$ cat config.mk
export PLATFORM = sky130hd
export DESIGN_NAME = riscv_wb_arbiter
export DESIGN_NICKNAME = d
export VERILOG_FILES = /design/src/rtl/riscv_wb_arbiter.sv
export SDC_FILE = /design/constraint.sdc
export NUM_CORES = 1
export LEC_CHECK = 0
export BUFFER_PORTS_ARGS = -buffer_cell sky130_fd_sc_hd__buf_2
export CAP_MARGIN = 20
export CELL_PAD_IN_SITES_DETAIL_PLACEMENT = 0
export CELL_PAD_IN_SITES_GLOBAL_PLACEMENT = 1
export CORE_MARGIN = 1
export CORE_UTILIZATION = 43
export DETAILED_ROUTE_END_ITERATION = 8
export PLACE_DENSITY_LB_ADDON = 0.12
export SYNTH_ARGS = -nofsm -noshare
export SYNTH_HDL_FRONTEND = slang
export SYNTH_SLANG_ARGS = --single-unit
$ cat constraint.sdc
create_clock -name clk_i -period 3.4 [get_ports clk_i]
set_input_delay 1.02 -clock clk_i [delete_from_list [all_inputs] [get_ports clk_i]]
set_output_delay 1.02 -clock clk_i [all_outputs]
set_load 0.03 [all_outputs]
$ cat src/rtl/riscv_wb_arbiter.sv
// Writeback arbiter for the GPR write port: ALU results take priority over buffered
// LSU load results, and a load scoreboard flags registers that still await their load data.
module riscv_wb_arbiter #(
   parameter int unsigned XLEN      = 32,
   parameter int unsigned LSU_DEPTH = 2
) (
   input  logic            clk_i,
   input  logic            rst_i,
   input  logic            alu_valid_i,
   input  logic [4:0]      alu_rd_i,
   input  logic [XLEN-1:0] alu_wd_i,
   input  logic            lsu_valid_i,
   output logic            lsu_ready_o,
   input  logic [4:0]      lsu_rd_i,
   input  logic [XLEN-1:0] lsu_wd_i,
   input  logic            issue_load_i,
   input  logic [4:0]      issue_rd_i,
   input  logic [4:0]      ra1_i,
   input  logic [4:0]      ra2_i,
   output logic            busy1_o,
   output logic            busy2_o,
   output logic            gpr_we_o,
   output logic [4:0]      gpr_wa_o,
   output logic [XLEN-1:0] gpr_wd_o
);

   localparam int unsigned PTR_W = (LSU_DEPTH > 1) ? $clog2(LSU_DEPTH) : 1;
   localparam int unsigned CNT_W = $clog2(LSU_DEPTH + 1);
   localparam int unsigned NREG  = 32;

   typedef struct packed {
      logic [4:0]      rd;
      logic [XLEN-1:0] wd;
   } lsu_entry_t;

   lsu_entry_t        fifo_mem [LSU_DEPTH];
   lsu_entry_t        head;
   logic [PTR_W-1:0]  rd_ptr_q, wr_ptr_q;
   logic [CNT_W-1:0]  count_q;
   logic              full, empty, push, pop;
   logic              src_lsu_q;
   logic [NREG-1:0]   sb_q, sb_d;

   function automatic logic [PTR_W-1:0] ptr_inc(input logic [PTR_W-1:0] p);
      return (p == PTR_W'(LSU_DEPTH - 1)) ? PTR_W'(0) : p + PTR_W'(1);
   endfunction

   assign full        = (count_q == CNT_W'(LSU_DEPTH));
   assign empty       = (count_q == CNT_W'(0));
   assign lsu_ready_o = !full && !rst_i;
   assign push        = lsu_valid_i && lsu_ready_o;
   assign pop         = !alu_valid_i && !empty;
   assign head        = fifo_mem[rd_ptr_q];

   // FIFO pointers and occupancy
   always_ff @(posedge clk_i or posedge rst_i) begin
      if (rst_i) begin
         rd_ptr_q <= PTR_W'(0);
         wr_ptr_q <= PTR_W'(0);
         count_q  <= CNT_W'(0);
      end else begin
         if (push) wr_ptr_q <= ptr_inc(wr_ptr_q);
         if (pop)  rd_ptr_q <= ptr_inc(rd_ptr_q);
         unique case ({push, pop})
            2'b10:   count_q <= count_q + CNT_W'(1);
            2'b01:   count_q <= count_q - CNT_W'(1);
            default: count_q <= count_q;
         endcase
      end
   end

   // Payload storage needs no reset; occupancy alone decides validity
   always_ff @(posedge clk_i) begin
      if (push) fifo_mem[wr_ptr_q] <= '{rd: lsu_rd_i, wd: lsu_wd_i};
   end

   always_ff @(posedge clk_i or posedge rst_i) begin
      if (rst_i) begin
         gpr_we_o  <= 1'b0;
         gpr_wa_o  <= 5'd0;
         gpr_wd_o  <= '0;
         src_lsu_q <= 1'b0;
      end else if (alu_valid_i) begin
         gpr_we_o  <= (alu_rd_i != 5'd0);
         gpr_wa_o  <= alu_rd_i;
         gpr_wd_o  <= alu_wd_i;
         src_lsu_q <= 1'b0;
      end else if (!empty) begin
         gpr_we_o  <= (head.rd != 5'd0);
         gpr_wa_o  <= head.rd;
         gpr_wd_o  <= head.wd;
         src_lsu_q <= 1'b1;
      end else begin
         gpr_we_o  <= 1'b0;
         src_lsu_q <= 1'b0;
      end
   end

   // Clear on LSU commit, then set on issue so a same-edge collision stays busy
   always_comb begin
      sb_d = sb_q;
      if (gpr_we_o && src_lsu_q) sb_d[gpr_wa_o] = 1'b0;
      if (issue_load_i && (issue_rd_i != 5'd0)) sb_d[issue_rd_i] = 1'b1;
      sb_d[0] = 1'b0;
   end

   always_ff @(posedge clk_i or posedge rst_i) begin
      if (rst_i) sb_q <= '0;
      else       sb_q <= sb_d;
   end

   assign busy1_o = sb_q[ra1_i];
   assign busy2_o = sb_q[ra2_i];

endmodule

==> results.toml, run 1 <==
[sta]
fin_crit_ps = 3330
hold_ws_ps = 538
maximum_clock_rate_mhz = 300
drv_slew = 0
totalNegativeSetupSlack_ps = 0
worst-slew-pin-transition_ps = 840
layout_worst_path_cycle_share_pct = 98.0
timing.clock.skew_ps = 7.25
slew_headroom_pct = 44.0
rsz0062_at_grt = "no"
setup_ws_ps = 69.6
timing.final.setup_violations = 0
hold_viol = 0

[power_and_ir_drop]
power.leakage_nw = 3.24
power.ir.vdd_worst_mv = 0.386
p_per_area_nw_per_um2 = 805

[cells_and_area]
insertedDiodeCount = 0
layout_commonest_cell = "buf_2"
layout_common_cells = "buf_2, o21ai_0, edfxtp_1"
num-fill-cells = 1318
combined_flip_flop_and_latch_cell_area_sq_um = 4080
area_delta_synth_final_pct = 22.2
fin_nets = 763
multiInputGateArea_sq_um = 2220
ratio_of_cells_with_drive_above_1_in_the_final_layout_pct = 27.6

[critical_path]
critPathRequiredTime_ps = 2380
crit_path_start = "ra2_i[1]"
critical_path_fanouts_max = 10
startpoint_type = "primary input"
worstSetupPathType = "primary input to primary output"
worstPathArrival_ps = 2310
reg2reg_from = "rd_ptr_q"
critPathCaptureType = "primary output"

[cts]
numCtsBuffers = 17
insertion_delay_ps = 410
cts_tree = "yes"
clk_pin_slew_ps = 50
cts_num_sinks = 148
clock_tree.buffer_depth = 2
clk_root_buffer_cell = "clkbuf_16"
htree_num_levels = 4

[global_routing]
grt_first_pass_wirelength_mm = 24.3
antenna_found_initial = 1
vias_in_the_first_global_route = 4802
grt_remaining_overflow = 0
grt_util_all_layers_pct = 20.2
grt_max_degree = 77

[synthesis]
synth.area.top_cells = "edfxtp_1, dfrtp_1, mux2i_1, o21ai_0, a21oi_1"
synth_area_leader_cell = "edfxtp_1"
number_of_distinct_standard_cells_referenced_by_the_synthesized_netlist = 37
netlist_instances = 533
async_reset_ff_share_pct = 50.0
mappedNetlistNets = 628
syn-cell-area_sq_um = 6440
yosysSeqAreaShare_pct = 63.3
synth-seq-cells = 148
synth_enable_flop_cells = 74
synthesis.yosys.warnings = 0
syn_area_per_cell_sq_um = 12.1
synth_flop_cell = "edfxtp_1"
synthDominantCellAreaShare_pct = 34.5

[routing]
wl_per_cell_um = 17.0
drt_pass1_iterations = 4
drt_drc_violations_left = 0
wl_final_mm = 14.7
drt_iter0_markers = 289
postRouteAntennaNets = 0
via_count = 4611
routed_via_density = 5.33

[floorplanning]
die-area_sq_um = 15500
dieWidth_um = 124
initial_core_util_pct = 44.1
core_sq_um = 14600
dieHeight_um = 124
rows = 44
ios = 135

[outcome]
status = "finished, final reports clean"

[run]
drv_cap = 0

[worst_hold_path]
path_class_of_the_lowest_slack_min_delay_path = "flip-flop to flip-flop"
worst_hold_startpoint = "sb_q[11]"

[placed_design]
detailed_place_hpwl_mm = 10.1
pre_cts_slack_ps = 30.2
placement.io_buffers = 134
place.gp.congestion = 0.790
-- path summary, 6_finish.rpt --
kind | endpoint | slack (ps) | cells after the start
setup / recovery | busy2_o | 70 | 6
setup reg to reg | gpr_wd_o[3] | 1450 | 5
min in group asynchronous | gpr_wd_o[25] | 740 | 2
hold reg to reg | sb_q[11] | 540 | 2
hold / removal | sb_q[11] | 540 | 2
max in group asynchronous | sb_q[22] | 2020 | 3
-- metal layers --
layer | wire length, um | vias to the layer above | global-route usage [%] | part of all wire, %
li1 | - | 2235 | - | -
met1 | 6360 | 2224 | 24.6 | 43
met2 | 7330 | 136 | 34.3 | 50
met3 | 850 | 16 | 5.67 | 5.8
met4 | 172 | 0 | 6.95 | 1.2
met5 | 0 | - | 0 | 0
-- timing repair --
action / 4_1_cts / 5_1_grt
resized for setup: 0 / 3
endpoints found under the setup margin: 0 / 1
setup buffers: 0 / 0
hold buffers: 0 / 0
-- power by group --
| group | switching (W) | internal (W) |
|---|---|---|
| Combinational | 0.00110 | 0.000710 |
| Clock | 0.000685 | 0.00110 |
| Sequential | 0.000402 | 0.00234 |
-- final cells by class --
type | instances | area share (%)
repair buffers | 141 | 9.58
inverters | 4 | 0.207
multi-input cells | 356 | 28.2
flip-flops and latches | 148 | 51.8
well taps | 184 | 2.93
clock inverters | 8 | 0.938
clock buffers | 24 | 6.38
-- through the flow --
stage               area, sq um  utilization, %  total power, W  std cells
floorplan                  6440               -         0.00400        533
global placement           7280            49.9         0.00455        833
detailed placement         7280            49.9         0.00460        833
CTS                        7860            53.8         0.00640        865
global route               7870            53.9         0.00672        865
finish                     7870            53.9         0.00633        865
-- kinds of logic after synthesis --
| group | count (synthesis) | synth area share [%] |
|---|---|---|
| AO/OA/AOI/OAI | 153 | 12.5 |
| flip-flops | 148 | 63.3 |
| AND/OR/NAND/NOR | 136 | 9.91 |
| multiplexers | 61 | 10.8 |
| buffers and inverters | 29 | 2.62 |
| XOR/XNOR | 5 | 0.681 |
| adder cells (fa/ha/maj) | 1 | 0.194 |
-- critical path, cell delays in order --
cell and delay, ps:
clkbuf_4 190, mux4_2 510, nand2b_1 160, o211ai_1 100
nand4_1 140, clkbuf_4 200
-- flip-flops by register name, indices dropped and copies added, names as in the netlist --
| register | cells |
|---|---|
| gpr_we_o | 1 |
| fifo_mem | 74 |
| gpr_wd_o | 32 |
| wr_ptr_q | 1 |
| gpr_wa_o | 5 |
| rd_ptr_q | 1 |
| sb_q | 31 |
| count_q | 2 |
| src_lsu_q | 1 |
-- synthesized netlist by cell type, types with 2 or more instances --
cell       instances
a211oi_1           2
a21oi_1           39
a22oi_1            4
and2b_1            2
buf_1              2
buf_2              3
buf_4              7
buf_6              4
clkbuf_1           9
dfrtp_1           74
edfxtp_1          74
inv_1              4
mux2_2             2
mux2i_1           53
mux4_1             2
mux4_2             4
nand2_1           50
nand2b_1           4
nand3_1           11
nand3b_1           8
nand4_1            4
nand4b_1           2
nor2_1            42
nor2b_1            2
o2111ai_1          2
o211ai_1           4
o21ai_0           99
o21ai_1            2
or3_1              3
or3b_2             5
xnor2_1            3
xor2_1             2
Note: power is estimated with default switching activity, not from simulation.
==> inputs of run 2 (changes only) <==
Settings changed: SETUP_SLACK_MARGIN set to 0.15.
==> results.toml, run 2 (synthesized netlist as in run 1, its figures left out) <==
[global_routing]
grt_max_degree = 77
antenna_found_initial = 1
grt_remaining_overflow = 0
grt_util_all_layers_pct = 20.2
vias_in_the_first_global_route = 4800
grt_first_pass_wirelength_mm = 24.3

[outcome]
status = "finished, final reports clean"

[sta]
totalNegativeSetupSlack_ps = 0
hold_ws_ps = 538
drv_slew = 0
rsz0062_at_grt = "yes"
timing.final.setup_violations = 0
timing.clock.skew_ps = 6.96
hold_viol = 0
setup_ws_ps = 183
slew_headroom_pct = 44.0
layout_worst_path_cycle_share_pct = 94.6
maximum_clock_rate_mhz = 311
worst-slew-pin-transition_ps = 840
fin_crit_ps = 3220

[cells_and_area]
max_flop_register = "fifo_mem"
fin_nets = 763
insertedDiodeCount = 0
layout_commonest_cell = "buf_2"
largest_regs = "fifo_mem x74, gpr_wd_o x32, sb_q x31"
area_delta_synth_final_pct = 22.9
layout_common_cells = "buf_2, o21ai_0, edfxtp_1"
ratio_of_cells_with_drive_above_1_in_the_final_layout_pct = 28.0
final_cell_count_no_fill = 865
largest_reg_flops = 74

[floorplanning]
die-area_sq_um = 15500
core_sq_um = 14600
dieHeight_um = 124
ios = 135
initial_core_util_pct = 44.1
dieWidth_um = 124
rows = 44

[critical_path]
worstPathBufferInverterCount = 2
critical_path_fanouts_max = 10
reg2regPathDepth = 5
worstSetupPathType = "primary input to primary output"
cp.depth = 6
critPathRequiredTime_ps = 2380
worst_path_max_delay_cell = "mux4_2"
startpoint_type = "primary input"
critPathCaptureType = "primary output"
timing.critical_path.slowest_cell_delay_ps = 490
worstPathCellList = "buf_8, mux4_2, nand2b_1, o211ai_1, nand4_1, buf_6"
worstPathArrival_ps = 2200
worst_path_dominant_cell_family = "multiplexers"

[placed_design]
place.gp.congestion = 0.790
placed_cells_incl_taps = 833
placement.io_buffers = 134
pre_cts_slack_ps = 30.2
detailed_place_hpwl_mm = 10.1

[routing]
drt_drc_violations_left = 0
wl_final_mm = 14.7
via_count = 4605
drt_iter0_markers = 281
routed_via_density = 5.32
drt_pass1_iterations = 5
wl_per_cell_um = 17.0
postRouteAntennaNets = 0

[power_and_ir_drop]
power.leakage_nw = 3.26
total_power_w = 0.00635
p_per_area_nw_per_um2 = 803
power.ir.vdd_worst_mv = 0.386

[cts]
cts_tree = "yes"
insertion_delay_ps = 410
htree_num_levels = 4
clock_tree.buffer_depth = 2
clk_root_buffer_cell = "clkbuf_16"
clk_pin_slew_ps = 50
cts_hold_buffers = 0
cts_num_sinks = 148
numCtsBuffers = 17

[worst_hold_path]
hold_path_depth = 2
path_class_of_the_lowest_slack_min_delay_path = "flip-flop to flip-flop"

[run]
drv_cap = 0
## run 2: cell types whose count changed in the layout (fill, tap and decap cells not counted)
cell,delta
buf_2,-4
buf_6,+4
clkbuf_4,-2
buf_4,+1
buf_8,+1
mux4_1,-1
mux4_2,+1
nand2b_1,-1
nand2b_4,+1
o2111ai_1,-1
o2111ai_2,+1
## run 2: cell type report
| cell class | count | area, sq um |
|---|---|---|
| fill | 1305 | 6680 |
| sequential | 148 | 4080 |
| multi-input combinational | 356 | 2230 |
| timing repair buffer | 141 | 786 |
| clock buffer | 24 | 502 |
| tap | 184 | 230 |
| clock inverter | 8 | 73.8 |
| inverter | 4 | 16.3 |
## run 2: worst min-delay path, stage by stage, from the launching register on
cell	delay, ps
dfrtp_1	350
o21ai_0	80
o21ai_0	70
## run 2: metrics by stage
| step | util [%] | instance area [sq um] |
|---|---|---|
| 2_1_floorplan | - | 6440 |
| 3_5_place_dp | 49.9 | 7280 |
| 3_3_place_gp | 49.9 | 7280 |
| 4_1_cts | 53.9 | 7870 |
| 6_report | 54.2 | 7910 |
| 5_1_grt | 54.2 | 7910 |
## run 2: where the power goes
| part | internal [W] | switching (W) |
|---|---|---|
| combinational | 0.000725 | 0.00110 |
| sequential | 0.00234 | 0.000400 |
| clock | 0.00110 | 0.000686 |
| total | 0.00416 | 0.00219 |
## run 2: repair_timing
action                                  CTS  global route
hold endpoints to repair                  0             0
endpoints found under the setup margin    2             2
pin swaps                                 0             3
setup buffers                             0             0
gates resized for setup                   7             9
## run 2: final timing paths
kind / slack [ps] / to / start
worst max-delay path: 180 / busy2_o / ra2_i[1]
min in group asynchronous: 740 / gpr_wd_o[31] / rst_i
max in group asynchronous: 2020 / sb_q[22] / rst_i
worst min-delay path: 540 / sb_q[11] / sb_q[11]
worst min register to register: 540 / sb_q[11] / sb_q[11]
worst max register to register: 1450 / gpr_wd_o[3] / rd_ptr_q
## run 2: layer usage
layer	up-vias	wire length (um)	track usage [%]
met5	-	0	0
met4	0	172	6.95
met3	16	873	5.80
met2	132	7350	34.3
met1	2222	6360	24.6
li1	2235	-	-
==> inputs of run 3 (changes only) <==
Settings changed: CELL_PAD_IN_SITES_DETAIL_PLACEMENT 0 to 2, CELL_PAD_IN_SITES_GLOBAL_PLACEMENT 1 to 2, CORE_UTILIZATION 43 to 36.
==> results.toml, run 3 (synthesized netlist as in run 1, its figures left out) <==
[outcome]
status = "finished, final reports clean"

[sta]
hold_ws_ps = 544
worst-slew-pin-transition_ps = 785
setup_ws_ps = 224
maximum_clock_rate_mhz = 315
hold_viol = 0
drv_slew = 0
fin_crit_ps = 3180
rsz0062_at_grt = "no"
slew_headroom_pct = 47.6
timing.clock.skew_ps = 9.58
totalNegativeSetupSlack_ps = 0
layout_worst_path_cycle_share_pct = 93.4
timing.final.setup_violations = 0

[critical_path]
critical_path_fanouts_max = 7
worst_path_max_delay_cell = "mux4_2"
worst_path_most_repeated_cell = "buf_6"
timing.critical_path.slowest_cell_delay_ps = 510
worstPathBufferInverterCount = 2
worst_path_dominant_cell_family = "multiplexers"
worstPathCellList = "buf_6, mux4_2, nand2b_4, o2111ai_2, nand4_1, buf_6"
critPathCaptureType = "primary output"
worstPathArrival_ps = 2160
startpoint_type = "primary input"
worstSetupPathType = "primary input to primary output"
critPathRequiredTime_ps = 2380

[routing]
wl_final_mm = 18.1
via_count = 4828
drt_iter0_markers = 147
drt_pass1_iterations = 4
drt_drc_violations_left = 0
postRouteAntennaNets = 0
wl_per_cell_um = 19.9
routed_via_density = 5.31

[worst_hold_path]
path_class_of_the_lowest_slack_min_delay_path = "flip-flop to flip-flop"

[global_routing]
grt_first_pass_wirelength_mm = 28.8
vias_in_the_first_global_route = 5440
grt_remaining_overflow = 0
grt_max_degree = 77
antenna_found_initial = 0
grt_util_all_layers_pct = 21.0

[cts]
cts_tree = "yes"
cts_hold_buffers = 0
htree_num_levels = 4
numCtsBuffers = 17
clk_root_buffer_cell = "clkbuf_16"
clk_pin_slew_ps = 60
insertion_delay_ps = 430
clock_tree.buffer_depth = 2
cts_num_sinks = 148

[cells_and_area]
max_flop_register = "fifo_mem"
layout_common_cells = "buf_2, o21ai_0, edfxtp_1"
ratio_of_cells_with_drive_above_1_in_the_final_layout_pct = 28.8
insertedDiodeCount = 0
largest_reg_flops = 74
combined_flip_flop_and_latch_cell_area_sq_um = 4080
largest_regs = "fifo_mem x74, gpr_wd_o x32, sb_q x31"
num-fill-cells = 1762
area_delta_synth_final_pct = 25.5
fin_nets = 766
layout_commonest_cell = "buf_2"
post-route-util_pct = 46.5
multiInputGateArea_sq_um = 2250

[placed_design]
place.gp.congestion = 0.824
detailed_place_hpwl_mm = 12.6
placement.io_buffers = 134
pre_cts_slack_ps = 103

[floorplanning]
dieHeight_um = 136
initial_core_util_pct = 37.1
core_sq_um = 17400
dieWidth_um = 136
rows = 48
die-area_sq_um = 18400
ios = 135

[power_and_ir_drop]
power.ir.vdd_worst_mv = 0.430
power.leakage_nw = 3.32
p_per_area_nw_per_um2 = 830

[run]
drv_cap = 0
-- run 3: changes by cell type in the layout (fill, tap and decap cells not counted), moves of 2 or more --
cell,previous run,this run
nand2b_4,1,4
buf_2,128,126
clkbuf_8,5,1
clkinv_2,5,3
bufinv_16,1,4
nand2b_1,3,0
clkbuf_4,0,2
-- run 3: report_power, final --
group / leakage (nW) / total, W / switching (W) / internal (W)
Sequential: 1.51 / 0.00275 / 0.000410 / 0.00234
Combinational: 1.51 / 0.00197 / 0.00121 / 0.000759
Clock: 0.297 / 0.00199 / 0.000742 / 0.00125
Total: 3.32 / 0.00670 / 0.00236 / 0.00435
-- run 3: repair_timing --
action                                  CTS  global route
gates resized for setup                   6            16
endpoints found under the setup margin    2             2
endpoints found under the hold margin     0             0
setup buffers                             0             0
pin swaps                                 1             4
-- run 3: cell type report --
type	instances	share of cell area, %
Multi-Input combinational cell	356	27.8
Tap cell	225	3.49
Inverter	4	0.201
Clock buffer	20	5.53
Sequential cell	148	50.5
Timing Repair Buffer	144	10.3
Clock inverter	12	2.22
-- run 3: routing by layer --
| metal | up-vias | global-route usage, % | routed length (um) |
|---|---|---|---|
| met3 | 34 | 5.57 | 950 |
| met2 | 135 | 36.5 | 9360 |
| met4 | 0 | 9.61 | 442 |
| li1 | 2241 | - | - |
| met5 | - | 0 | 0 |
| met1 | 2418 | 23.9 | 7310 |
-- run 3: tightest hold or removal path: cells and delay by family (launching register included) --
family             cells  cell delay [ps]
DFF                    1              340
AOI/OAI and AO/OA      2              160
-- run 3: per-stage QoR --
step / power, W / instances / cell area (sq um)
finish: 0.00670 / 909 / 8080
global placement: 0.00460 / 877 / 7370
floorplan: 0.00400 / 533 / 6440
CTS: 0.00677 / 909 / 8010
global route: 0.00707 / 909 / 8080
detailed placement: 0.00472 / 877 / 7370
-- run 3: path summary, 6_finish.rpt --
check	from	to	slack [ps]	depth (start not counted)
min	gpr_wd_o[13]	gpr_wd_o[13]	540	2
max in group asynchronous	rst_i	gpr_wd_o[1]	2020	3
max	ra1_i[0]	busy1_o	220	6
min in group asynchronous	rst_i	gpr_wd_o[15]	730	2
min reg2reg	gpr_wd_o[13]	gpr_wd_o[13]	540	2
max reg2reg	count_q[0]	fifo_mem[0][0]	1540	5
